**src/rtl/key_cond_pkg.sv**
```systemverilog
// Shared types and helpers for the key conditioner.
// Holds the per-key debounce state encoding and the ms-to-cycles conversion
// used to size the debounce and auto-repeat timers.
package key_cond_pkg;

   localparam int unsigned NUM_KEYS = 4;

   typedef enum logic [1:0] {
      ST_IDLE        = 2'd0,
      ST_CHK_PRESS   = 2'd1,
      ST_PRESSED     = 2'd2,
      ST_CHK_RELEASE = 2'd3
   } key_state_e;

   // Integer division first keeps the product inside 32 bits for MHz clocks.
   function automatic int unsigned ms_to_cycles(input int unsigned clk_hz,
                                                input int unsigned ms);
      return (clk_hz / 1000) * ms;
   endfunction

endpackage

```
**src/rtl/key_debounce_ch.sv**
```systemverilog
// One push-button channel: 2-flop synchronizer, 4-state debounce FSM and
// registered level/press/release outputs.
// Optional auto-repeat of the press pulse is compiled in only when
// KEY_COND_AUTOREPEAT_EN is defined; otherwise no repeat logic exists.
module key_debounce_ch
   import key_cond_pkg::*;
#(
   parameter int unsigned DB_CYCLES = 4
`ifdef KEY_COND_AUTOREPEAT_EN
   ,
   parameter int unsigned RPT_DELAY_CYC  = 10,
   parameter int unsigned RPT_PERIOD_CYC = 5
`endif
) (
   input  logic clk,
   input  logic rst_n,
   input  logic key_raw_i,
   output logic level_o,
   output logic press_o,
   output logic release_o
);

   localparam int unsigned          CNT_W   = $clog2(DB_CYCLES + 1);
   localparam logic [CNT_W-1:0]     CNT_MAX = CNT_W'(DB_CYCLES);
   localparam logic [CNT_W-1:0]     CNT_ONE = CNT_W'(1);

   logic             sync1_q, sync2_q;
   logic             sample_pressed;
   key_state_e       state_q, state_d;
   logic [CNT_W-1:0] cnt_q, cnt_d;
   logic             level_q, level_d;
   logic             press_q, press_d;
   logic             release_q, release_d;
   logic             rpt_fire;

   // Synchronize the raw button; reset to 1 so a reset looks like "released".
   always_ff @(posedge clk or negedge rst_n) begin
      if (!rst_n) begin
         sync1_q <= 1'b1;
         sync2_q <= 1'b1;
      end else begin
         sync1_q <= key_raw_i;
         sync2_q <= sync1_q;
      end
   end

   // Buttons are active-low on the board.
   assign sample_pressed = ~sync2_q;

   // Debounce state and stability counter registers.
   always_ff @(posedge clk or negedge rst_n) begin
      if (!rst_n) begin
         state_q <= ST_IDLE;
         cnt_q   <= '0;
      end else begin
         state_q <= state_d;
         cnt_q   <= cnt_d;
      end
   end

   // Next-state: a level change is accepted only after DB_CYCLES stable samples;
   // leaving a CHK state through the terminal count keeps the counter from wrapping.
   always_comb begin
      state_d = state_q;
      cnt_d   = cnt_q;
      case (state_q)
         ST_IDLE: begin
            if (sample_pressed) begin
               state_d = ST_CHK_PRESS;
               cnt_d   = CNT_ONE;
            end
         end
         ST_CHK_PRESS: begin
            if (!sample_pressed) begin
               state_d = ST_IDLE;
               cnt_d   = '0;
            end else if (cnt_q == CNT_MAX) begin
               state_d = ST_PRESSED;
               cnt_d   = '0;
            end else begin
               cnt_d = cnt_q + CNT_ONE;
            end
         end
         ST_PRESSED: begin
            if (!sample_pressed) begin
               state_d = ST_CHK_RELEASE;
               cnt_d   = CNT_ONE;
            end
         end
         ST_CHK_RELEASE: begin
            if (sample_pressed) begin
               state_d = ST_PRESSED;
               cnt_d   = '0;
            end else if (cnt_q == CNT_MAX) begin
               state_d = ST_IDLE;
               cnt_d   = '0;
            end else begin
               cnt_d = cnt_q + CNT_ONE;
            end
         end
         default: begin
            state_d = ST_IDLE;
            cnt_d   = '0;
         end
      endcase
   end

`ifdef KEY_COND_AUTOREPEAT_EN
   localparam int unsigned      RPT_MAX = (RPT_DELAY_CYC > RPT_PERIOD_CYC) ?
                                          RPT_DELAY_CYC : RPT_PERIOD_CYC;
   localparam int unsigned      RPT_W   = $clog2(RPT_MAX + 1);
   localparam logic [RPT_W-1:0] RPT_DLY = RPT_W'(RPT_DELAY_CYC);
   localparam logic [RPT_W-1:0] RPT_PER = RPT_W'(RPT_PERIOD_CYC);
   localparam logic [RPT_W-1:0] RPT_ONE = RPT_W'(1);

   logic [RPT_W-1:0] rpt_cnt_q, rpt_cnt_d;
   logic             rpt_first_q, rpt_first_d;

   // Repeat timer registers.
   always_ff @(posedge clk or negedge rst_n) begin
      if (!rst_n) begin
         rpt_cnt_q   <= '0;
         rpt_first_q <= 1'b1;
      end else begin
         rpt_cnt_q   <= rpt_cnt_d;
         rpt_first_q <= rpt_first_d;
      end
   end

   // Count while held, freeze during a release check, clear otherwise;
   // the first interval is the long delay, later ones the period.
   always_comb begin
      rpt_cnt_d   = rpt_cnt_q;
      rpt_first_d = rpt_first_q;
      rpt_fire    = 1'b0;
      case (state_q)
         ST_PRESSED: begin
            if (rpt_cnt_q == (rpt_first_q ? RPT_DLY : RPT_PER)) begin
               rpt_fire    = 1'b1;
               rpt_cnt_d   = RPT_ONE;
               rpt_first_d = 1'b0;
            end else begin
               rpt_cnt_d = rpt_cnt_q + RPT_ONE;
            end
         end
         ST_CHK_RELEASE: begin
            rpt_cnt_d = rpt_cnt_q;
         end
         default: begin
            rpt_cnt_d   = '0;
            rpt_first_d = 1'b1;
         end
      endcase
   end
`else
   assign rpt_fire = 1'b0;
`endif

   // Output next-values: edges of the debounced level become one-cycle pulses.
   always_comb begin
      level_d   = (state_q == ST_PRESSED) || (state_q == ST_CHK_RELEASE);
      press_d   = (level_d & ~level_q) | rpt_fire;
      release_d = ~level_d & level_q;
   end

   // Registered outputs, cleared immediately by reset.
   always_ff @(posedge clk or negedge rst_n) begin
      if (!rst_n) begin
         level_q   <= 1'b0;
         press_q   <= 1'b0;
         release_q <= 1'b0;
      end else begin
         level_q   <= level_d;
         press_q   <= press_d;
         release_q <= release_d;
      end
   end

   assign level_o   = level_q;
   assign press_o   = press_q;
   assign release_o = release_q;

endmodule

```
**src/rtl/key_conditioner.sv**
```systemverilog
// Four independent debounced push-button channels for the game logic.
// Define KEY_COND_AUTOREPEAT_EN to add hold-to-repeat press pulses.
module key_conditioner
   import key_cond_pkg::*;
#(
   parameter int unsigned CLK_HZ           = 50000000,
   parameter int unsigned DEBOUNCE_MS      = 10,
   parameter int unsigned REPEAT_DELAY_MS  = 400,
   parameter int unsigned REPEAT_PERIOD_MS = 100
) (
   input  logic                clk,
   input  logic                rst_n,
   input  logic [NUM_KEYS-1:0] keys_raw,
   output logic [NUM_KEYS-1:0] keys_level,
   output logic [NUM_KEYS-1:0] keys_press,
   output logic [NUM_KEYS-1:0] keys_release
);

   localparam int unsigned DB_CYCLES      = ms_to_cycles(CLK_HZ, DEBOUNCE_MS);
   localparam int unsigned RPT_DELAY_CYC  = ms_to_cycles(CLK_HZ, REPEAT_DELAY_MS);
   localparam int unsigned RPT_PERIOD_CYC = ms_to_cycles(CLK_HZ, REPEAT_PERIOD_MS);

   // Refuse configurations where the debounce window is too short to filter.
   if (DB_CYCLES < 2) begin : g_bad_debounce
      $error("key_conditioner: DB_CYCLES must be at least 2");
   end

   // Repeat intervals of zero cycles would make the repeat timer meaningless.
   if ((RPT_DELAY_CYC < 1) || (RPT_PERIOD_CYC < 1)) begin : g_bad_repeat
      $error("key_conditioner: repeat delay and period must be at least 1 cycle");
   end

   genvar gi;
   for (gi = 0; gi < NUM_KEYS; gi++) begin : g_ch
      key_debounce_ch #(
         .DB_CYCLES      (DB_CYCLES)
`ifdef KEY_COND_AUTOREPEAT_EN
         ,
         .RPT_DELAY_CYC  (RPT_DELAY_CYC),
         .RPT_PERIOD_CYC (RPT_PERIOD_CYC)
`endif
      ) u_ch (
         .clk       (clk),
         .rst_n     (rst_n),
         .key_raw_i (keys_raw[gi]),
         .level_o   (keys_level[gi]),
         .press_o   (keys_press[gi]),
         .release_o (keys_release[gi])
      );
   end

endmodule

```
**config.mk**
```make
export PLATFORM = sky130hd
export DESIGN_NAME = key_conditioner
export DESIGN_NICKNAME = d
export VERILOG_FILES = /design/src/rtl/key_cond_pkg.sv /design/src/rtl/key_debounce_ch.sv /design/src/rtl/key_conditioner.sv
export SDC_FILE = /design/constraint.sdc
export NUM_CORES = 1
export LEC_CHECK = 0
export ABC_AREA = 0
export BUFFER_PORTS_ARGS = -buffer_cell sky130_fd_sc_hd__buf_4
export CORE_UTILIZATION = 55
export CTS_CLUSTER_DIAMETER = 200
export DETAILED_ROUTE_END_ITERATION = 12
export HOLD_SLACK_MARGIN = 0.12
export PLACE_DENSITY = 0.72
export SETUP_SLACK_MARGIN = 0.4
export SLEW_MARGIN = 20
export SYNTH_ARGS = -nofsm -noshare
export SYNTH_HDL_FRONTEND = slang
export SYNTH_SLANG_ARGS = --single-unit
```
**constraint.sdc**
```tcl
create_clock -name clk -period 2.3 [get_ports clk]
set_input_delay 0.23 -clock clk [delete_from_list [all_inputs] [get_ports clk]]
set_output_delay 0.23 -clock clk [all_outputs]
set_load 0.05 [all_outputs]
```
==> metrics.csv, run 1 <==
metric,value,unit
status,finished clean,
GP Congestion,0.838,
Async SR Flop Fraction,100,%
I/O Pins,18,
largest cells by area after synthesis,"dfrtp_1 44%, nand3_1 6.2%, nand2_1 4.4%",
number of synthesized flops with an enable pin,0,
Detail Route Antenna Nets,0,
die footprint,10400,sq um
placed inst area,5720,sq um
Slew HR,50.7,%
YS warnings,0,
# port buffers,17,
worst path arrival time,2.34,ns
clock slew at reported path FFs,0.10,ns
initial antenna violation count,0,
worst skew pair latency,0.38,ns
"Seq/Total Area, Yosys",47.5,%
final setup fails,0,
Critical Path Fanout Max,8,
worst min-delay path category,primary input to asynchronous set/reset pin,
total number of vias,4524,
Area Overhead vs Synth,13.3,%
chip width,102,um
Worst Setup End Kind,register,
largest net degree at the start of global routing,52,
drt total wl,11800,um
clk buf depth,2,
Tot GR Track Use,23.4,%
total grt overflow,0,
area share of the largest cell type after synthesis,43.7,%
Final Max Slew Viols,0,
TritonCTS Buffers,9,
"Core Util, Final",64.1,%
Post-Syn Instances,593,
Tmin final,2.05,ns
DR DRC count,0,
Initial Utilization,56.6,%
Max-cap violations,0,
ys flop type,dfrtp_1,
CP Data Required Time,2.58,ns
syn_area_per_cell,9.28,sq um
Layout Nets,635,
DR iter-0 viols,156,
Routed WL per cell,15.5,um
core area,9730,sq um
WS Path Type,register to register,
setup_tns,0,ns
Hold Fails Final Rpt,0,
CTS Sinks,104,
Worst Max-Slew Pin Slew,0.734,ns
Pwr Density,743,nW/um^2
Layout Skew,0.00899,ns
crit path launch type,register,
std cell rows,36,
vias in the first global route,4108,
Mapped Area,5500,sq um
"commonest non-fill, non-tap cells in the layout","94 x dfrtp_1, 67 x nand3_1, 62 x nand2_1",
Final Cycle Share,89.3,%
Max VDD drop,1.41,mV
H-Tree Depth,3,
Final Cell Area,6240,sq um
Leak,2.65,nW
drt via density,5.96,
overall power,4.63,mW
wire length of the first global-routing pass,19100,um
share of layout cells above drive strength 1,18.7,%
Fmax,0.487,GHz
HPWL Detailed,7670,um
RSZ-0062 raised after global routing,yes,
FILL cells,798,
syn_nets,607,
Synth area leader,dfrtp_1,
"most common cell after layout, fill and taps aside",dfrtp_1,
chip height,102,um
antenna fix cells,0,
Root Buffer,clkbuf_8,
TritonCTS clock tree,built,
Yosys cell types,63,
DRT Pass-1 Iters,5,
"FF+latch count, synth",104,
[where the power goes]
| group | internal [mW] | switching [mW] | total, mW |
|---|---|---|---|
| registers | 1.98 | 0.154 | 2.13 |
| clock network | 0.536 | 0.640 | 1.18 |
| logic | 0.477 | 0.849 | 1.33 |
[through the flow]
stage | hold WS [ns] | setup slack, ns | instances
final | 0.342 | 0.245 | 759
after global routing | 0.369 | 0.176 | 759
after CTS | 0.343 | 0.270 | 746
after detailed placement | 0.219 | 0.197 | 724
after global placement | 0.211 | 0.251 | 724
after floorplan | -0.0656 | 0.416 | 593
[logic make-up after synthesis]
logic type               count (synthesis)  share of synthesized area (%)
AO/OA/AOI/OAI                          106                           12.5
XOR/XNOR                                15                           2.52
adder cells (fa/ha/maj)                  8                           1.82
buffers and inverters                   64                           5.57
AND/OR/NAND/NOR                        285                           28.1
multiplexers                            11                           2.00
flip-flops                             104                           47.5
[Yosys cell counts, types with 5 or more instances]
master and n:
a21o_1 6, a21oi_1 30, a21oi_2 6, a22o_1 5, and2_1 6, and3_1 11, buf_4 14, clkbuf_1 12
dfrtp_1 96, dfstp_2 8, ha_1 8, inv_1 32, mux2i_1 11, nand2_1 64, nand3_1 68, nand4_1 23
nor2_1 30, nor2b_1 6, nor3_1 8, nor4_1 7, o21ai_0 27, or3_1 23, xnor2_1 5, xor2_1 9
[final timing paths]
path / endpoint / start / depth (start not counted) / slack, ns
min reg2reg: g_ch[2].u_ch.sync2_q / g_ch[2].u_ch.sync1_q / 0 / 0.36
max reg2reg: g_ch[2].u_ch.cnt_q[18] / g_ch[2].u_ch.cnt_q[1] / 7 / 0.25
max: g_ch[2].u_ch.cnt_q[18] / g_ch[2].u_ch.cnt_q[1] / 7 / 0.25
min: g_ch[2].u_ch.cnt_q[6] / rst_n / 2 / 0.34
min in group clk: g_ch[2].u_ch.sync2_q / g_ch[2].u_ch.sync1_q / 0 / 0.36
max in group asynchronous: g_ch[3].u_ch.sync1_q / rst_n / 3 / 1.28
[final cells by class]
| type | instances | area [sq um] | area share (%) |
|---|---|---|---|
| multi-input cells | 427 | 2750 | 44.1 |
| flip-flops and latches | 104 | 2620 | 41.9 |
| repair buffers | 47 | 378 | 6.06 |
| well taps | 133 | 166 | 2.67 |
| clock buffers | 10 | 138 | 2.21 |
| inverters | 32 | 120 | 1.93 |
| clock inverters | 6 | 68.8 | 1.10 |
[worst max-delay path, cell delays in order (launching register included)]
cell and delay, ns:
dfrtp_1 0.42, inv_2 0.07, ha_2 0.15, or4bb_4 0.49
nor3_4 0.33, a21oi_4 0.15, a21o_1 0.20, a21o_1 0.14
[registers in the layout (all words and copies together), names as in the netlist, named ones only]
register,cells
g_ch.u_ch.level_o,4
g_ch.u_ch.release_o,4
g_ch.u_ch.state_q,4
g_ch.u_ch.cnt_q,76
g_ch.u_ch.press_o,4
g_ch.u_ch.sync2_q,4
g_ch.u_ch.sync1_q,4
[layer usage]
layer,track usage [%],vias to the layer above,part of all wire [%]
met1,30.8,2189,45
met5,0,-,0
li1,-,2186,-
met2,37.4,139,48
met4,7.80,0,0.84
met3,6.70,10,6.1
[repair_timing]
item,in CTS,in global routing
resized for setup,7,32
setup endpoints to repair,32,57
hold buffers,5,0
endpoints found under the hold margin,32,0
setup buffers,1,11
cloned,0,2
pin swaps,2,13
Power figures use the tool's default switching activity.
==> run 2, diff against run 1 <==
--- a/config.mk
+++ b/config.mk
@@ -5,7 +5,7 @@
 export SDC_FILE = /design/constraint.sdc
 export NUM_CORES = 1
 export LEC_CHECK = 0
-export ABC_AREA = 0
+export ABC_AREA = 1
 export BUFFER_PORTS_ARGS = -buffer_cell sky130_fd_sc_hd__buf_4
 export CORE_UTILIZATION = 55
 export CTS_CLUSTER_DIAMETER = 200
==> metrics.csv, run 2 <==
metric,value,unit,change
final worst slack,0.567,ns,+0.322 ns
"Core Util, Final",60.5,%,-3.6 points
share of layout cells above drive strength 1,14.7,%,-4.0 points
chip height,106,um,+3.9%
Reg with most FFs,g_ch.u_ch.cnt_q,,
Critical Path Fanout Max,12,,+4
drt total wl,11800,um,+0.57%
worst min-delay path category,register to register,,
Final Cycle Share,75.3,%,-14 points
"commonest non-fill, non-tap cells in the layout","149 x nand2_1, 96 x dfrtp_1, 93 x inv_1",,
initial antenna violation count,0,,unchanged
core area,10400,sq um,+7.1%
worst path arrival time,2.00,ns,-0.34 ns
"FF+latch count, synth",104,,unchanged
clock slew at reported path FFs,0.09,ns,about the same
final setup fails,0,,unchanged
CTS Sinks,104,,unchanged
post-place setup slack,0.576,ns,+0.379 ns
WS Path Type,register to register,,
Layout Nets,776,,+22%
TritonCTS Buffers,9,,unchanged
H-Tree Depth,3,,unchanged
Synth area leader,dfrtp_1,,
Worst Setup End Kind,register,,
Critical-path top delay cell,dfstp_2,,
TritonCTS clock tree,built,,
GP Congestion,0.907,,+8.2%
Max-cap violations,0,,unchanged
ys flop type,dfrtp_1,,
Max VDD drop,0.775,mV,-45%
Tmin final,1.73,ns,-0.322 ns
HPWL Detailed,8590,um,+12%
post-CTS setup buffer count,0,,-1
Tot GR Track Use,23.1,%,-0.39 points
chip width,106,um,+3.9%
Area Overhead vs Synth,6.02,%,
DR DRC count,0,,unchanged
status,finished clean,,
RSZ-0062 raised after global routing,no,,
vias in the first global route,4647,,+13%
total number of vias,4710,,+4.1%
syn_area_per_cell,7.94,sq um,-14%
crit path cell chain,inv_4 > nand2_2 > nand3_2 > inv_2 > nor2_4 > nand2_2 > xor2_1 > a21oi_2,,
Detail Route Antenna Nets,0,,unchanged
syn_nets,763,,+26%
Async SR Flop Fraction,100,%,unchanged
YS warnings,0,,unchanged
DR iter-0 viols,185,,+19%
Mapped Area,5950,sq um,+8.0%
Initial Utilization,57.1,%,+0.52 points
setup_tns,0,ns,unchanged
DRT Pass-1 Iters,4,,-1
die footprint,11200,sq um,+7.9%
Layout Skew,0.0129,ns,+0.00390 ns
I/O Pins,18,,unchanged
# port buffers,17,,unchanged
number of synthesized flops with an enable pin,0,,unchanged
Routed WL per cell,13.1,um,-15%
commonest cells in the netlist,"149 x nand2_1, 96 x dfrtp_1, 93 x inv_1",,
FILL cells,933,,+17%
crit path launch type,register,,
total grt overflow,0,,unchanged
largest net degree at the start of global routing,48,,-7.7%
Slew HR,59.3,%,+8.6 points
Yosys cell types,38,,-40%
wire length of the first global-routing pass,20800,um,+8.5%
std cell rows,37,,+2.8%
"most common cell after layout, fill and taps aside",nand2_1,,
worst skew pair latency,0.38,ns,about the same
CP dominant cell by count,nand2_2,,
drt via density,5.22,,-12%
crit-path max cell delay,0.68,ns,+0.19 ns
Fmax,0.577,GHz,+19%
Post-Syn Instances,749,,+26%
CP Data Required Time,2.56,ns,-0.02 ns
"Seq/Total Area, Yosys",43.9,%,-3.5 points
Final Max Slew Viols,0,,unchanged
Hold Fails Final Rpt,0,,unchanged
largest cells by area after synthesis,"dfrtp_1 40%, nand2_1 9.4%, inv_1 5.9%",,
area share of the largest cell type after synthesis,40.4,%,-3.3 points
Worst Max-Slew Pin Slew,0.611,ns,-0.123 ns
clk buf depth,2,,unchanged
Leak,2.81,nW,+6.2%
antenna fix cells,0,,unchanged
Pwr Density,724,nW/um^2,-2.6%
most common cell in the netlist,nand2_1,,
Root Buffer,clkbuf_8,,
max reg flops,76,,unchanged
## run 2: cell count changes in the layout (fill, tap and decap cells not counted), moves of 10 or more
cell,delta
nand2_1,+87
inv_1,+64
nor2_1,+62
xor2_1,+30
or3_1,-23
buf_4,-20
a21oi_1,-18
nor2_2,+15
nand2_2,+12
o22ai_1,+12
mux2i_1,-11
and3_1,-10
inv_2,+10
## run 2: layer usage
layer	global-route usage [%]	part of all wire, %
met5	0	0
met4	7.34	1.3
met3	5.33	3.0
met2	39.0	48
met1	29.3	48
## run 2: where the power goes
part | leakage [nW] | switching (mW) | internal, mW
combinational | 1.34 | 0.972 | 0.375
sequential | 1.39 | 0.186 | 2.03
clock | 0.0784 | 0.601 | 0.394
## run 2: final timing paths
| path | from | end | slack, ns | depth (start not counted) |
|---|---|---|---|---|
| setup / recovery | g_ch[1].u_ch.sync2_q | g_ch[1].u_ch.cnt_q[12] | 0.57 | 8 |
| hold / removal | g_ch[2].u_ch.sync1_q | g_ch[2].u_ch.sync2_q | 0.36 | 0 |
| setup reg to reg | g_ch[1].u_ch.sync2_q | g_ch[1].u_ch.cnt_q[12] | 0.57 | 8 |
| hold reg to reg | g_ch[2].u_ch.sync1_q | g_ch[2].u_ch.sync2_q | 0.36 | 0 |
| max in group asynchronous | rst_n | g_ch[0].u_ch.sync1_q | 1.18 | 3 |
| min in group asynchronous | rst_n | g_ch[0].u_ch.cnt_q[11] | 0.40 | 2 |
## run 2: critical path, delay by kind of cell, from the launching register on
family | cells | cell delay, ns
simple gates | 4 | 0.37
xor+xnor | 1 | 0.17
compound gates | 1 | 0.04
buf+inv | 2 | 0.35
flops | 1 | 0.68
## run 2: timing repair
item / CTS / global route
resized for setup: 0 / 0
hold endpoints to repair: 45 / 0
hold buffers: 5 / 0
## run 2: area by class of cell
cell class              instances  area, sq um  area share [%]
multi-input cells             511         2730            43.3
flip-flops and latches        104         2610            41.4
inverters                     109          412            6.53
repair buffers                 27          228            3.61
well taps                     136          170            2.70
clock buffers                  14          143            2.26
clock inverters                 2         10.0           0.159
## run 2: kinds of logic after synthesis
logic type	share of synthesized area (%)
AND/OR/NAND/NOR	31.2
flip-flops	43.9
buffers and inverters	10.2
AO/OA/AOI/OAI	6.54
adder cells (fa/ha/maj)	1.68
XOR/XNOR	6.48
## run 2: through the flow
stage               hold WS (ns)  instances  area [sq um]  total power [mW]
floorplan                -0.0656        749          5950              3.33
global placement           0.282        882          6100              3.55
CTS                        0.359        903          6300              4.60
finish                     0.358        903          6300              4.56
global route               0.369        903          6300              4.84
detailed placement         0.289        882          6100              3.59
